===== src/rtl/dht11_pkg.sv =====
// Shared definitions for the DHT11 measurement scheduler.
//   state_t    : scheduler FSM states
//   ms_div     : system clocks per 1 ms tick
//   cnt_width  : bit width needed to hold 0..max_val
//   plausible  : range check on a reading (humidity int 20..95, temperature int 0..50)
package dht11_pkg;

  typedef enum logic [1:0] {
    ST_IDLE,
    ST_GAP,
    ST_START,
    ST_WAIT_RESP
  } state_t;

  localparam logic [7:0] HUMI_MIN = 8'd20;
  localparam logic [7:0] HUMI_MAX = 8'd95;
  localparam logic [7:0] TEMP_MAX = 8'd50;

  function automatic int unsigned ms_div(input int unsigned clk_hz);
    return (clk_hz < 1000) ? 1 : clk_hz / 1000;
  endfunction

  function automatic int unsigned cnt_width(input int unsigned max_val);
    return (max_val < 1) ? 1 : $clog2(max_val + 1);
  endfunction

  // Temperature integer part is unsigned, so the lower bound of 0 is implicit.
  function automatic logic plausible(input logic [15:0] temp, input logic [15:0] humi);
    return (humi[15:8] >= HUMI_MIN) && (humi[15:8] <= HUMI_MAX) && (temp[15:8] <= TEMP_MAX);
  endfunction

endpackage


===== src/rtl/dht11_sched_if.sv =====
// Handshake/data bundle between the scheduler, the DHT11 core and register logic.
//   slave  : scheduler side (inputs from core/controls, status outputs)
//   master : driving side (core model, controls, status consumers)
interface dht11_sched_if;
  logic        iEnable;
  logic        iTrigReq;
  logic        oDhtStart;
  logic        iDhtValid;
  logic [15:0] iDhtTemp;
  logic [15:0] iDhtHumi;
  logic [15:0] oTemp;
  logic [15:0] oHumi;
  logic        oDataValid;
  logic        oNewData;
  logic        oBusy;
  logic        oErr;
  logic [7:0]  oErrCnt;

  modport slave (
    input  iEnable, iTrigReq, iDhtValid, iDhtTemp, iDhtHumi,
    output oDhtStart, oTemp, oHumi, oDataValid, oNewData, oBusy, oErr, oErrCnt
  );

  modport master (
    output iEnable, iTrigReq, iDhtValid, iDhtTemp, iDhtHumi,
    input  oDhtStart, oTemp, oHumi, oDataValid, oNewData, oBusy, oErr, oErrCnt
  );
endinterface


===== src/rtl/dht11_sched_ms_tick_gen.sv =====
// Free-running prescaler producing a registered one-cycle tick every P_DIV clocks.
//   clk   : system clock
//   rst_n : asynchronous active-low reset
//   tick  : one-cycle pulse every P_DIV cycles
module ms_tick_gen
  import dht11_pkg::*;
#(
  parameter int unsigned P_DIV = 100_000
) (
  input  logic clk,
  input  logic rst_n,
  output logic tick
);

  localparam int unsigned W = cnt_width(P_DIV - 1);
  localparam logic [W-1:0] LAST = W'(P_DIV - 1);

  logic [W-1:0] cnt;

  always_ff @(posedge clk or negedge rst_n) begin
    if (!rst_n) begin
      cnt  <= '0;
      tick <= 1'b0;
    end else if (cnt == LAST) begin
      cnt  <= '0;
      tick <= 1'b1;
    end else begin
      cnt  <= cnt + 1'b1;
      tick <= 1'b0;
    end
  end

endmodule


===== src/rtl/dht11_sched.sv =====
// DHT11 measurement scheduler: issues core start pulses periodically (iEnable)
// or on request (iTrigReq), enforces the minimum inter-start gap, times out
// missing responses with bounded retries, and latches accepted readings.
//   iClk, iRstn : clock, asynchronous active-low reset
//   bus (slave) : controls, core handshake, readings and status/error outputs
// Optional build macro DHT_SCHED_PLAUS_EN: reject out-of-range readings and
// treat them like a timeout.
module dht11_sched
  import dht11_pkg::*;
#(
  parameter int unsigned P_SYS_CLK_HZ      = 100_000_000,
  parameter int unsigned P_PERIOD_MS       = 2000,
  parameter int unsigned P_MIN_GAP_MS      = 1000,
  parameter int unsigned P_RESP_TIMEOUT_MS = 30,
  parameter int unsigned P_MAX_RETRY       = 3
) (
  input logic          iClk,
  input logic          iRstn,
  dht11_sched_if.slave bus
);

  localparam int unsigned GW = cnt_width(P_MIN_GAP_MS);
  localparam int unsigned PW = cnt_width(P_PERIOD_MS);
  localparam int unsigned TW = cnt_width(P_RESP_TIMEOUT_MS);
  localparam int unsigned RW = cnt_width(P_MAX_RETRY);
  localparam logic [GW-1:0] GAP_MAX   = GW'(P_MIN_GAP_MS);
  localparam logic [PW-1:0] PER_MAX   = PW'(P_PERIOD_MS);
  localparam logic [TW-1:0] RESP_MAX  = TW'(P_RESP_TIMEOUT_MS);
  localparam logic [RW-1:0] RETRY_MAX = RW'(P_MAX_RETRY);

  logic          tick;
  state_t        state;
  logic [GW-1:0] gap_cnt;
  logic [PW-1:0] period_cnt;
  logic [TW-1:0] resp_cnt;
  logic [RW-1:0] retry;
  logic          trig_pend;
  logic          gap_sat, period_sat, resp_to, request, accept, attempt_fail;

  ms_tick_gen #(.P_DIV(ms_div(P_SYS_CLK_HZ))) u_tick (
    .clk  (iClk),
    .rst_n(iRstn),
    .tick (tick)
  );

  assign gap_sat    = (gap_cnt == GAP_MAX);
  assign period_sat = (period_cnt == PER_MAX);
  assign resp_to    = (resp_cnt == RESP_MAX);
  assign request    = trig_pend | (bus.iEnable & period_sat);

`ifdef DHT_SCHED_PLAUS_EN
  assign accept = plausible(bus.iDhtTemp, bus.iDhtHumi);
`else
  assign accept = 1'b1;
`endif

  // A rejected reading takes the same path as a missing one.
  assign attempt_fail = resp_to | (bus.iDhtValid & ~accept);

  // Gap and period counters restart on every issued start; the gap counter
  // counting from reset doubles as the power-up settle time.
  always_ff @(posedge iClk or negedge iRstn) begin
    if (!iRstn) begin
      gap_cnt    <= '0;
      period_cnt <= '0;
      trig_pend  <= 1'b0;
    end else begin
      if (state == ST_START) begin
        gap_cnt    <= '0;
        period_cnt <= '0;
      end else begin
        if (tick && !gap_sat) gap_cnt <= gap_cnt + 1'b1;
        if (tick && bus.iEnable && !period_sat) period_cnt <= period_cnt + 1'b1;
      end
      if (bus.iTrigReq) trig_pend <= 1'b1;
      else if (state == ST_START) trig_pend <= 1'b0;
    end
  end

  always_ff @(posedge iClk or negedge iRstn) begin
    if (!iRstn) begin
      state          <= ST_IDLE;
      resp_cnt       <= '0;
      retry          <= '0;
      bus.oDhtStart  <= 1'b0;
      bus.oTemp      <= '0;
      bus.oHumi      <= '0;
      bus.oDataValid <= 1'b0;
      bus.oNewData   <= 1'b0;
      bus.oBusy      <= 1'b0;
      bus.oErr       <= 1'b0;
      bus.oErrCnt    <= '0;
    end else begin
      bus.oDhtStart <= 1'b0;
      bus.oNewData  <= 1'b0;
      unique case (state)
        ST_IDLE: begin
          if (request) begin
            if (gap_sat) begin
              state         <= ST_START;
              bus.oDhtStart <= 1'b1;
              bus.oBusy     <= 1'b1;
            end else begin
              state <= ST_GAP;
            end
          end
        end
        ST_GAP: begin
          if (gap_sat) begin
            state         <= ST_START;
            bus.oDhtStart <= 1'b1;
            bus.oBusy     <= 1'b1;
          end
        end
        ST_START: begin
          resp_cnt <= '0;
          state    <= ST_WAIT_RESP;
        end
        ST_WAIT_RESP: begin
          // Valid is tested first so a reading coincident with timeout wins.
          if (bus.iDhtValid && accept) begin
            bus.oTemp      <= bus.iDhtTemp;
            bus.oHumi      <= bus.iDhtHumi;
            bus.oNewData   <= 1'b1;
            bus.oDataValid <= 1'b1;
            bus.oErr       <= 1'b0;
            bus.oBusy      <= 1'b0;
            retry          <= '0;
            state          <= ST_IDLE;
          end else if (attempt_fail) begin
            bus.oBusy <= 1'b0;
            if (retry < RETRY_MAX) begin
              retry <= retry + 1'b1;
              state <= ST_GAP;
            end else begin
              bus.oErr <= 1'b1;
              if (bus.oErrCnt != 8'hFF) bus.oErrCnt <= bus.oErrCnt + 1'b1;
              retry <= '0;
              state <= ST_IDLE;
            end
          end else if (tick) begin
            resp_cnt <= resp_cnt + 1'b1;
          end
        end
        default: state <= ST_IDLE;
      endcase
    end
  end

endmodule


===== src/flat_wrapper.sv =====
// flat-port wrapper written by rule: the top's interface ports become plain ports
module dht11_sched_flat import dht11_pkg::*;
#(
  parameter int unsigned P_SYS_CLK_HZ      = 100_000_000,
  parameter int unsigned P_PERIOD_MS       = 2000,
  parameter int unsigned P_MIN_GAP_MS      = 1000,
  parameter int unsigned P_RESP_TIMEOUT_MS = 30,
  parameter int unsigned P_MAX_RETRY       = 3
)
  (iClk, iRstn, bus_iEnable, bus_iTrigReq, bus_iDhtValid, bus_iDhtTemp, bus_iDhtHumi, bus_oDhtStart, bus_oTemp, bus_oHumi, bus_oDataValid, bus_oNewData, bus_oBusy, bus_oErr, bus_oErrCnt);
  dht11_sched_if bus_i ();
  input logic iClk;
  input logic iRstn;
  input wire logic [$bits(bus_i.iEnable)-1:0] bus_iEnable;
  input wire logic [$bits(bus_i.iTrigReq)-1:0] bus_iTrigReq;
  input wire logic [$bits(bus_i.iDhtValid)-1:0] bus_iDhtValid;
  input wire logic [$bits(bus_i.iDhtTemp)-1:0] bus_iDhtTemp;
  input wire logic [$bits(bus_i.iDhtHumi)-1:0] bus_iDhtHumi;
  output wire logic [$bits(bus_i.oDhtStart)-1:0] bus_oDhtStart;
  output wire logic [$bits(bus_i.oTemp)-1:0] bus_oTemp;
  output wire logic [$bits(bus_i.oHumi)-1:0] bus_oHumi;
  output wire logic [$bits(bus_i.oDataValid)-1:0] bus_oDataValid;
  output wire logic [$bits(bus_i.oNewData)-1:0] bus_oNewData;
  output wire logic [$bits(bus_i.oBusy)-1:0] bus_oBusy;
  output wire logic [$bits(bus_i.oErr)-1:0] bus_oErr;
  output wire logic [$bits(bus_i.oErrCnt)-1:0] bus_oErrCnt;
  assign bus_i.iEnable = bus_iEnable;
  assign bus_i.iTrigReq = bus_iTrigReq;
  assign bus_i.iDhtValid = bus_iDhtValid;
  assign bus_i.iDhtTemp = bus_iDhtTemp;
  assign bus_i.iDhtHumi = bus_iDhtHumi;
  assign bus_oDhtStart = bus_i.oDhtStart;
  assign bus_oTemp = bus_i.oTemp;
  assign bus_oHumi = bus_i.oHumi;
  assign bus_oDataValid = bus_i.oDataValid;
  assign bus_oNewData = bus_i.oNewData;
  assign bus_oBusy = bus_i.oBusy;
  assign bus_oErr = bus_i.oErr;
  assign bus_oErrCnt = bus_i.oErrCnt;
  dht11_sched #(.P_SYS_CLK_HZ(P_SYS_CLK_HZ), .P_PERIOD_MS(P_PERIOD_MS), .P_MIN_GAP_MS(P_MIN_GAP_MS), .P_RESP_TIMEOUT_MS(P_RESP_TIMEOUT_MS), .P_MAX_RETRY(P_MAX_RETRY)) u_core (.iClk(iClk), .iRstn(iRstn), .bus(bus_i));
endmodule

===== config.mk =====
export PLATFORM = sky130hd
export DESIGN_NAME = dht11_sched_flat
export DESIGN_NICKNAME = d
export VERILOG_FILES = /design/src/rtl/dht11_pkg.sv /design/src/rtl/dht11_sched_if.sv /design/src/rtl/dht11_sched_ms_tick_gen.sv /design/src/rtl/dht11_sched.sv /design/src/flat_wrapper.sv
export SDC_FILE = /design/constraint.sdc
export NUM_CORES = 1
export LEC_CHECK = 0
export BUFFER_PORTS_ARGS = -buffer_cell sky130_fd_sc_hd__clkbuf_2
export CORE_UTILIZATION = 40
export DETAILED_ROUTE_END_ITERATION = 8
export GPL_TIMING_DRIVEN = 0
export PLACE_DENSITY = 0.65
export SLEW_MARGIN = 0
export SYNTH_ARGS = -nofsm -noshare
export SYNTH_HDL_FRONTEND = slang
export SYNTH_SLANG_ARGS = --single-unit

===== constraint.sdc =====
create_clock -name iClk -period 2.97 [get_ports iClk]
set_input_delay 0.891 -clock iClk [delete_from_list [all_inputs] [get_ports iClk]]
set_output_delay 0.891 -clock iClk [all_outputs]
set_load 0.02 [all_outputs]

# Word-level counts from Yosys, hierarchy flattened
# Index checks and enable logic that the tools add are counted.
dict set report word_totals {
  input_bits 37
  word_cells 96
  register_bits 94
  out_inout_bits 45
}
dict set report classes {
  n_mux 35
  reduce_logical 19
  eq_ne 15
  addsub 6
  order_cmp 1
  n_bitwise 4
}
# operator n
set ops {}
lappend ops {{$mux W11} 2}
lappend ops {{$mux W10} 2}
lappend ops {{$add A17 B1 Y17 const B} 1}
lappend ops {{$eq A17 B17 Y1 const B} 1}
lappend ops {{$mux W17} 1}
lappend ops {{$mux W2} 8}
lappend ops {{$mux W1} 15}
lappend ops {{$mux W5} 3}
lappend ops {{$add A11 B1 Y11 const B} 1}
lappend ops {{$eq A11 B11 Y1 const B} 1}
lappend ops {{$add A10 B1 Y10 const B} 1}
lappend ops {{$eq A10 B10 Y1 const B} 1}
lappend ops {{$pmux W5 S2} 1}
lappend ops {{$reduce_bool A2 Y1} 5}
lappend ops {{$reduce_and A3 Y1} 3}
lappend ops {{$add A8 B1 Y8 const B} 1}
lappend ops {{$ne A2 B2 Y1 const B} 4}
lappend ops {{$ne A8 B8 Y1 const B} 1}
lappend ops {{$pmux W2 S4} 1}
lappend ops {{$add A5 B1 Y5 const B} 1}
lappend ops {{$eq A5 B5 Y1 const B} 1}
lappend ops {{$reduce_and A5 Y1} 1}
lappend ops {{$eq A2 B2 Y1 const B} 2}
lappend ops {{$ne A2 B1 Y1 const B} 2}
lappend ops {{15 further kinds} 20}

# Longest topological paths before layout
# Gate-level depths: netlist of the first run.
dict set report logic_depth {
  depth_word 5
  ltp_mapped 6
  ltp_nobuf 6
}

# By module
# A second synthesis of the first run with hierarchy kept.
dict set report hier_totals {
  hier_cells 373
  hier_area_um2 4367.9
}
# module area_each_um2 cells_per_inst seq_area_each_um2 n_inst
set modules_own_cells {}
lappend modules_own_cells {dht11_sched 3549.7 298 1901.8 1}
lappend modules_own_cells {ms_tick_gen 818.3 75 450.4 1}

# Worst setup path before layout of the first run
# No wires, ideal clock.
dict set report synth_path {
  path_type {input to register}
  start {input port bus_iDhtValid}
  end {register u_core.bus.oErrCnt[1]}
  path_buffers 0
  required_ns 2.845
  cell_stages 4
  t_arrival_ns 1.871
  path_slack_ns 0.974
  setup_time_ns 0.125
  cell_sequence {nor2b_1 > and3_1 > and2_1 > mux2_2}
}
dict set report synth_between {
  elab_chain_cells 2
}
# item line
set synth_rtl {}
lappend synth_rtl {{start: declaration} flat_wrapper.sv:16} ;# input wire logic [$bits(bus_i.iDhtValid)-1:0] bus_iDhtValid;
lappend synth_rtl {{$not A1 Y1 (no line)} --}
lappend synth_rtl {{$reduce_and A5 Y1 (no line)} --}
lappend synth_rtl {{end signal: assignment} dht11_sched.sv:137} ;# if (bus.oErrCnt != 8'hFF) bus.oErrCnt <= bus.oErrCnt + 1'b1;
lappend synth_rtl {{end: declaration} dht11_sched_if.sv:21} ;# output oDhtStart, oTemp, oHumi, oDataValid, oNewData, oBusy, oErr, oErrCnt
# Every way passes these cells.
# A chain may end at the register's enable or synchronous reset.

# Worst setup path in the final report of the first run
dict set report layout_path {
  start {register u_core.state[0]}
  end {register u_core.bus.oErrCnt[1]}
}
dict set report layout_between {
  elab_chain_cells 2
}
# item line
set layout_rtl {}
lappend layout_rtl {{start: declaration} dht11_sched.sv:32} ;# state_t state;
lappend layout_rtl {{start signal: assignment} dht11_sched.sv:82} ;# state <= ST_IDLE;
lappend layout_rtl {{start signal: assignment} dht11_sched.sv:100} ;# state <= ST_START;
lappend layout_rtl {{start signal: assignment} dht11_sched.sv:104} ;# state <= ST_GAP;
lappend layout_rtl {{$eq A2 B2 Y1} dht11_sched.sv:96} ;# unique case (state)
lappend layout_rtl {{$reduce_and A5 Y1 (no line)} --}
# Every way passes these cells.

==> results of run 1 <==
[registers in the layout, indices dropped and copies added, names as in the netlist, 2 cells and up]
name	cells
u_core.resp_cnt	5
u_core.retry	2
u_core.period_cnt	11
u_core.u_tick.cnt	17
u_core.bus.oHumi	16
u_core.state	2
u_core.gap_cnt	10
u_core.bus.oTemp	16
u_core.bus.oErrCnt	8
[final cells by class]
class	instances	area (µm²)	area share, %
Sequential cell	94	2350	45.8
Buffer	9	45.0	0.877
Timing Repair Buffer	82	435	8.47
Clock inverter	5	45.0	0.877
Tap cell	136	170	3.31
Inverter	15	56.3	1.10
Clock buffer	10	128	2.48
Multi-Input combinational cell	258	1910	37.1
[cells by family after synthesis]
| kind of cell | after synthesis |
|---|---|
| muxes | 38 |
| DFF | 94 |
| and+or+nand+nor | 139 |
| xor gates and xnor gates | 35 |
| adders and majority gates | 13 |
| buffers and inverters | 24 |
| AOI/OAI and AO/OA | 33 |
[metal layers]
| metal | wire (µm) | track usage [%] |
|---|---|---|
| met5 | 0 | 0 |
| met4 | 80 | 5.28 |
| met3 | 405 | 5.03 |
| met2 | 3950 | 26.5 |
| met1 | 3760 | 19.6 |
[power groups by stage]
stage	Sequential, µW	Combinational [µW]	Clock [µW]
after floorplan	1970	526	0
after detailed placement	1700	1220	0
final	1670	1200	766
after global placement	1690	1190	0
after global routing	1710	1300	852
after CTS	1680	1220	801
[placed cells by master (no fill, tap or decap), drive strengths merged, types with 4 or more instances in the layout]
cell | synthesis | layout
nor2 | 38 | 38
nor4 | 5 | 5
mux2 | 35 | 35
nor3 | 6 | 6
dfrtp | 94 | 94
nand4 | 18 | 18
xor2 | 17 | 17
inv | 15 | 17
clkbuf | 2 | 93
and4 | 10 | 10
o31ai | 4 | 4
xnor2 | 18 | 18
nand2 | 16 | 16
a21oi | 8 | 8
buf | 7 | 8
ha | 13 | 13
o21ai | 5 | 5
and2 | 5 | 5
a31oi | 4 | 4
nand3 | 18 | 18
and3 | 7 | 7
[critical path, delay by kind of cell (launching register included)]
kind,cells,cell delay [ns]
AND/OR/NAND/NOR,3,0.91
flip-flops,1,0.40
multiplexers,1,0.34
buffers and inverters,1,0.18
adder cells (fa/ha/maj),1,0.15
[worst paths after layout]
path                       slack, ns                  start               endpoint  depth (start not counted)
min                             0.48  u_core.bus.oDataValid  u_core.bus.oDataValid                          1
max reg2reg                     0.89        u_core.state[0]  u_core.bus.oErrCnt[1]                          6
min in group asynchronous       0.61                  iRstn       u_core.trig_pend                          1
min reg2reg                     0.48  u_core.bus.oDataValid  u_core.bus.oDataValid                          1
max in group asynchronous       1.72                  iRstn      u_core.gap_cnt[1]                          2
max                             0.89        u_core.state[0]  u_core.bus.oErrCnt[1]                          6
[stage by stage]
step / hold WS [ns] / setup WS (ns)
floorplan: 0.453 / 0.974
global placement: 0.455 / -0.154
detailed placement: 0.455 / 0.651
CTS: 0.487 / 0.879
global route: 0.513 / 0.746
finish: 0.483 / 0.891
==> out/summary.txt, run 1 <==
CTS tree -> done
Cts repair resizes -> 0
EDFF count, synth -> 0
Internal power -> 2360 µW
Critical Path Sink Type -> register
Setup crit start kind -> register
Core Area -> 10500 µm²
Final #Nets -> 519
Mapped Area -> 4360 µm²
Full die area -> 11300 µm²
Vias per cell -> 5.13
Gr ovfl total -> 0
Post-Layout Inst Area -> 5140 µm²
Crit Path Class -> reg -> reg
Row count -> 37
NetSw -> 1280 µW
Final total power -> 3640 µW
Synth Area in Simple Gates -> 18.3%
DR vias -> 3124
Sequential fraction of the synthesis area -> 53.9%
Combinational Power Share -> 33.0%
Port bufs -> 81
Seq pwr share -> 46.0%
WL final -> 8.20 mm
RD Place Congestion -> 0.804
Iter 0 DRT Violations -> 128
Pin count of the biggest net entering global routing -> 51
Synth Area in Compound Gates -> 4.94%
Cell count after placement -> 594
CP max stage delay -> 0.43 ns
Most common cell in the synthesized netlist -> dfrtp_1
Cts bufs inserted -> 9
Worst-Margin Slew -> 0.701 ns
Final antenna-violating net count -> 0
Sw Ratio -> 35.2%
TNS Setup -> 0 ns
Final setup vio count -> 0
Synth Flop Type -> dfrtp_1
Vias in the first global route -> 3205
Syn nets -> 426
Proportion of synthesized area in mux cells -> 9.73%
Maximum clock insertion buffer count -> 2
First-pass GRT wire length -> 14.4 mm
Main combinational cell family by area after synthesis -> simple AND/OR/NAND/NOR gates
Clk pwr share -> 21.0%
Clk_skew -> 0.00916 ns
Syn Inst Count -> 376
Largest area contributor in the netlist -> dfrtp_1
Ranking of synthesized cells by area -> dfrtp_1 54%, mux2_2 9.0%, ha_1 3.7%
RSZ-0062 raised after global routing -> no
Final min period -> 2.08 ns
Crit-path max FO -> 10
# fillers -> 965
DIE WIDTH -> 106 µm
Number of H-tree levels -> 3
Achievable Freq -> 0.481 GHz
Worst-path clk slew -> 0.09 ns
Synth top area share -> 53.9%
Pwr/cell area -> 708 nW/µm²
Cts hold-fix bufs -> 0
Max-cap viol count -> 0
Unique masters post-synth -> 47
Yosys reg bits -> 94
Period utilization -> 70.0%
Slew Limit Headroom -> 53.3%
Initial antenna violation count -> 0
Routed length per instance -> 13.5 µm
Worst-Skew Late Latency -> 0.36 ns
I/O Pins -> 82
Most frequent cells after synthesis -> 94 x dfrtp_1, 37 x nor2_1, 35 x mux2_2
Slew Viols, Final -> 0
Final hold violation count -> 0
Starting density of the core -> 41.7%
Worst path required time -> 3.22 ns
Hold Crit Class -> reg -> reg
Share of cells above drive strength 1 -> 31.3%
Avg Synthesized Cell Area -> 11.6 µm²
Drt first pass iters -> 4
Max stage delay cell, worst path -> nor2b_1
Count of warnings emitted by yosys -> 0
Worst vdd ir -> 451 µV
Leakage -> 0.00242 µW
Synth Area in XOR/XNOR -> 7.03%
Total GRT Usage -> 15.9%
Final core utilization -> 49.1%
Arr. time, crit path -> 2.33 ns
Status -> finished, final reports clean
Post-CTS Repair Setup Buffers -> 0
Ys async rst share -> 100%
P&R area growth vs syn -> 17.8%
DRC -> 0
Placed Area -> 4970 µm²
Detailed Place HPWL -> 5.96 mm
Layout Cells excl Fill -> 609
Synth Area in Adders -> 3.73%
Ant. Diodes -> 0
Die height -> 106 µm
CP cell instances -> ha_1, buf_2, nor2b_1, and3_1, and2_1, mux2_2
Clk sinks -> 94
Root Driver -> clkbuf_8
No activity file was read; power rests on OpenSTA's default activity.
==> run 2, diff against run 1 <==
- ABC_AREA: default -> 1
- PLACE_DENSITY: 0.65 -> 0.64
- clock period: 2.97 -> 2 ns (I/O delays scaled with it)
==> run 2 against run 1 <==
Net effect:
- the run now ends with DRC left
- register-to-register slack worse by 0.65 ns
- sequential share of layout area is 4.5 points lower
- non-clock buffer count is 3 higher
- routed wire length is 21% higher
- cell count is 36% higher
- sequential power is 14% higher
- critical path depth stayed put
- hold slack worse by 0.27 ns
- synthesized cell count is 56% higher
- total power is 0.98% lower
- largest cell class unchanged
- clock power is 110% higher
- clock skew is 0.0025 ns lower
==> out/summary.txt, run 2 <==
DR vias -> 4015
Busiest grt layer -> met2
RSZ-0062 raised after global routing -> no
Worst vdd ir -> 319 µV
Critical Path Sink Type -> register
Total GRT Usage -> 17.1%
Cell count of the worst reg-to-reg path -> 6
Sequential fraction of the synthesis area -> 49.0%
Worst-path clk slew -> 0.07 ns
Most used cell along the critical path -> inv_1
Largest reg by FF count -> u_core.u_tick.cnt
Most frequent cells after synthesis -> 194 x nand2_1, 94 x dfrtp_1, 65 x inv_1
Routed length per instance -> 12.0 µm
Die height -> 112 µm
Full die area -> 12400 µm²
Ant. Diodes -> 0
Slew Limit Headroom -> 66.6%
Post-CTS Repair Setup Buffers -> 0
Syn Inst Count -> 587
P&R area growth vs syn -> 18.7%
Yosys reg bits -> 94
Initial antenna violation count -> 0
Maximum clock insertion buffer count -> 2
Cts repair resizes -> 0
Met2 usage -> 29.4%
Vias in the first global route -> 4002
Synth Flop Type -> dfrtp_1
Number of H-tree levels -> 3
Largest area contributor in the netlist -> dfrtp_1
WL final -> 9.95 mm
RD Place Congestion -> 0.824
Largest registers -> u_core.u_tick.cnt: 17 flops, u_core.bus.oHumi: 16 flops, u_core.bus.oTemp: 16 flops
Final setup vio count -> 0
Port bufs -> 81
DRC -> 4
Vias per cell -> 4.85
Core Area -> 11600 µm²
Leakage -> 0.00305 µW
# fillers -> 1133
Most common cell in the synthesized netlist -> nand2_1
Count of warnings emitted by yosys -> 0
Worst path required time -> 2.28 ns
Post-Layout Inst Area -> 5700 µm²
Cts bufs inserted -> 9
Max stage delay cell, worst path -> clkbuf_1
Crit Path Class -> reg -> reg
Final hold violation count -> 0
Mapped Area -> 4800 µm²
Crit-path max FO -> 10
DIE WIDTH -> 112 µm
Final #Nets -> 730
Worst-Skew Late Latency -> 0.34 ns
Global routing met3 resource utilization -> 4.63%
Slew Viols, Final -> 0
Clk sinks -> 94
Most common cell after layout, fill and taps aside -> nand2_1
Max-cap viol count -> 0
Final min period -> 1.76 ns
Commonest non-fill, non-tap cells in the layout -> 194 x nand2_1, 94 x dfrtp_1, 80 x clkbuf_2
Setup crit start kind -> register
Gr ovfl total -> 0
Worst path buffer plus inverter count -> 3
Syn nets -> 637
CTS tree -> done
Ys async rst share -> 100%
Pwr/cell area -> 633 nW/µm²
Share of cells above drive strength 1 -> 19.3%
R2R setup slack -> 0.24 ns
Detailed Place HPWL -> 7.48 mm
Final antenna-violating net count -> 0
I/O Pins -> 82
Placed Area -> 5410 µm²
Hold Crit Class -> in -> async
Synth top area share -> 49.0%
First-pass GRT wire length -> 17.5 mm
Worst-Margin Slew -> 0.501 ns
EDFF count, synth -> 0
Met1 usage -> 21.1%
Ranking of synthesized cells by area -> dfrtp_1 49%, nand2_1 15%, inv_1 5.1%
Pre-CTS setup slack -> 0.223 ns
Max FFs per register -> 17
Unique masters post-synth -> 39
CP delay by family, top -> buffers and inverters
Crit Reg-Reg Endpoint -> u_core.period_cnt[9]
Drt first pass iters -> 6
Final worst slack -> 0.242 ns
Arr. time, crit path -> 2.04 ns
Status -> complete, but fails checks
Period utilization -> 87.9%
Achievable Freq -> 0.569 GHz
CP cell instances -> inv_1, ha_1, inv_1, clkbuf_1, nand4_1, nand2_1
Worst r2r src -> u_core.state[0]
Iter 0 DRT Violations -> 256
Failing checks -> DRC
Row count -> 39
Root Driver -> clkbuf_16
Starting density of the core -> 41.5%
WP depth -> 6
Clk_skew -> 0.00669 ns
Avg Synthesized Cell Area -> 8.18 µm²
CP max stage delay -> 0.43 ns
Cts hold-fix bufs -> 0
Pin count of the biggest net entering global routing -> 67
==> run 2: layout make-up <==
type / count / area [µm²] / share of cell area, %
inverter: 71 / 274 / 4.81
clock buffer: 10 / 239 / 4.20
clock inverter: 5 / 43.8 / 0.769
tap: 143 / 179 / 3.14
buffer: 12 / 63.8 / 1.12
timing repair buffer: 82 / 435 / 7.64
multi-input combinational: 410 / 2110 / 37.0
sequential: 94 / 2350 / 41.3
==> run 2: layer usage <==
| layer | part of all wire, % | wire length (µm) |
|---|---|---|
| met1 | 46 | 4630 |
| met2 | 47 | 4690 |
| met3 | 5.4 | 535 |
| met4 | 0.99 | 99 |
| met5 | 0 | 0 |
==> run 2: kinds of logic (layout without fill, tap and decap cells) <==
| logic type | after synthesis | after routing | synth area share (%) |
|---|---|---|---|
| simple gates | 324 | 324 | 29.9 |
| flops | 94 | 94 | 49.0 |
| buf+inv | 83 | 180 | 7.04 |
| compound gates | 48 | 48 | 5.97 |
| xor+xnor | 25 | 25 | 4.72 |
| fa+ha+maj | 13 | 13 | 3.39 |
==> run 2: worst max-delay path by stage <==
stage	from	endpoint	slack, ns
after floorplan	u_core.bus.oErrCnt[0]	u_core.bus.oErrCnt[0]	0.45
after global placement	iRstn	u_core.bus.oHumi[6]	-0.87
after detailed placement	u_core.state[0]	u_core.period_cnt[9]	0.22
after CTS	u_core.state[0]	u_core.period_cnt[0]	0.22
after global routing	u_core.state[0]	u_core.period_cnt[6]	0.11
final	u_core.state[0]	u_core.period_cnt[9]	0.24
==> run 2: report_power, final <==
group / switching, µW / total, µW / internal, µW
Sequential: 0 / 1900 / 1900
Combinational: 47.7 / 78.9 / 31.2
Clock: 740 / 1620 / 885
==> run 2: through the flow <==
| stage | utilization [%] | setup TNS, ns | total power, µW | hold slack [ns] | std cells |
|---|---|---|---|---|---|
| floorplan | - | 0 | 1940 | 0.304 | 587 |
| global placement | 46.6 | -81.01 | 2010 | 0.446 | 811 |
| detailed placement | 46.8 | 0 | 2020 | 0.457 | 812 |
| CTS | 49.3 | 0 | 3660 | 0.225 | 827 |
| global route | 49.3 | 0 | 3740 | 0.248 | 827 |
| finish | 49.3 | 0 | 3600 | 0.216 | 827 |
==> run 3, diff against run 2 <==
- PLACE_DENSITY: 0.64 -> default
- PLACE_DENSITY_LB_ADDON: default -> 0.08
==> run 3 against run 2 <==
Net effect:
- the flow still finishes with violations (DRC)
- maximum frequency decreased by 1.3%
- global-route usage grew 0.50 points
- register-to-register slack lost 0.02 ns
- sequential power is essentially flat
- clock skew is 0.0023 ns lower
- critical path type unchanged
- critical endpoint is now u_core.gap_cnt[1]
- largest power group unchanged
==> out/summary.txt, run 3 (synthesis gave the netlist of run 2 again) <==
Crit-path max FO -> 10
Clk_skew -> 0.00438 ns
Vias in the first global route -> 3908
Sw Ratio -> 21.3%
Cts repair resizes -> 0
Clk sinks -> 94
Starting density of the core -> 41.5%
Worst-path clk slew -> 0.07 ns
Post-CTS Repair Setup Buffers -> 0
Worst path required time -> 2.27 ns
Maximum clock insertion buffer count -> 2
Placed Area -> 5410 µm²
# fillers -> 1125
DR vias -> 3985
Initial antenna violation count -> 0
Iter 0 DRT Violations -> 219
Hold Crit Class -> in -> async
Period utilization -> 89.0%
CTS tree -> done
Post-Layout Inst Area -> 5710 µm²
Largest reg by FF count -> u_core.u_tick.cnt
Max-cap viol count -> 0
Leakage -> 0.00305 µW
Gr ovfl total -> 0
First-pass GRT wire length -> 17.7 mm
DRC -> 2
WL final -> 10.1 mm
Arr. time, crit path -> 2.05 ns
Core Area -> 11600 µm²
Max FFs per register -> 17
Internal power -> 2900 µW
R2R setup slack -> 0.22 ns
Full die area -> 12400 µm²
Status -> complete, but fails checks
Worst r2r src -> u_core.state[0]
Cts hold-fix bufs -> 0
Final antenna-violating net count -> 0
Number of H-tree levels -> 3
Worst-Margin Slew -> 0.516 ns
I/O Pins -> 82
Final setup vio count -> 0
NetSw -> 786 µW
Worst vdd ir -> 425 µV
Slew Viols, Final -> 0
DIE WIDTH -> 112 µm
Share of cells above drive strength 1 -> 19.1%
Final min period -> 1.78 ns
Final hold violation count -> 0
Total GRT Usage -> 17.6%
Failing checks -> DRC
Routed length per instance -> 12.2 µm
Critical Path Sink Type -> register
Final #Nets -> 730
Crit Path Class -> reg -> reg
Achievable Freq -> 0.562 GHz
Worst-Skew Late Latency -> 0.35 ns
Largest registers -> u_core.u_tick.cnt: 17 flops, u_core.bus.oHumi: 16 flops, u_core.bus.oTemp: 16 flops
Commonest non-fill, non-tap cells in the layout -> 194 x nand2_1, 94 x dfrtp_1, 80 x clkbuf_2
Port bufs -> 81
Die height -> 112 µm
Pin count of the biggest net entering global routing -> 64
Ant. Diodes -> 0
Setup crit start kind -> register
Most common cell after layout, fill and taps aside -> nand2_1
Clk pwr share -> 46.3%
Combinational Power Share -> 2.1%
RD Place Congestion -> 0.892
Root Driver -> clkbuf_16
RSZ-0062 raised after global routing -> no
Cts bufs inserted -> 9
P&R area growth vs syn -> 18.9%
Seq pwr share -> 51.5%
Cell count of the worst reg-to-reg path -> 6
Crit Reg-Reg Endpoint -> u_core.gap_cnt[1]
Vias per cell -> 4.81
Pwr/cell area -> 647 nW/µm²
Detailed Place HPWL -> 7.35 mm
Drt first pass iters -> 6
Final total power -> 3690 µW
Slew Limit Headroom -> 65.6%
Row count -> 39
-- run 3: cell types whose count changed in the layout (fill, tap and decap cells not counted) --
| cell | delta |
|---|---|
| bufinv_16 | +1 |
| inv_6 | -1 |
| clkinv_4 | -3 |
| clkbuf_1 | +2 |
| clkinv_2 | +1 |
| clkbuf_8 | -1 |
| clkinvlp_4 | +2 |
-- run 3: worst max path at each step --
stage                                from                     to  slack [ns]
finish                    u_core.state[0]      u_core.gap_cnt[1]        0.22
global route            u_core.gap_cnt[0]      u_core.gap_cnt[7]       0.006
CTS                       u_core.state[0]      u_core.gap_cnt[1]        0.20
detailed placement        u_core.state[0]      u_core.gap_cnt[1]        0.21
global placement                    iRstn    u_core.bus.oHumi[0]       -0.93
floorplan           u_core.bus.oErrCnt[0]  u_core.bus.oErrCnt[0]        0.45
-- run 3: critical path, cell delays in order, from the launching register on --
cell and delay [ns]:
dfrtp_1 0.41, inv_1 0.08, ha_1 0.34, inv_1 0.20, clkbuf_1 0.44, nand3_1 0.13, o21ai_0 0.10
-- run 3: per-layer routing --
layer	vias to the layer above	global-route usage [%]	wire (µm)
li1	2054	-	-
met4	0	7.48	188
met3	15	4.57	413
met2	77	27.8	4550
met5	-	0	0
met1	1839	23.0	4930
-- run 3: cell type report --
class,instances,area [µm²],area share (%)
multi-input combinational,410,2110,37.0
timing repair buffer,82,435,7.63
tap,143,179,3.14
buffer,12,63.8,1.12
clock buffer,11,233,4.08
inverter,71,274,4.80
clock inverter,5,58.8,1.03
sequential,94,2350,41.2
-- run 3: stage by stage --
step	util (%)	setup TNS, ns	instances	setup WS, ns	hold slack (ns)
floorplan	-	0	587	0.451	0.304
global placement	46.6	-86.56	811	-0.932	0.452
detailed placement	46.8	0	812	0.212	0.457
CTS	49.3	0	828	0.196	0.244
global route	49.3	0	828	0.00631	0.267
finish	49.3	0	828	0.219	0.225
-- run 3: power groups by stage --
stage,logic [µW],registers [µW],clock network [µW]
detailed placement,84.1,1940,0
floorplan,1.77,1940,0
finish,79.1,1900,1710
CTS,84.1,1900,1770
global placement,75.9,1940,0
global route,93.3,1900,1840
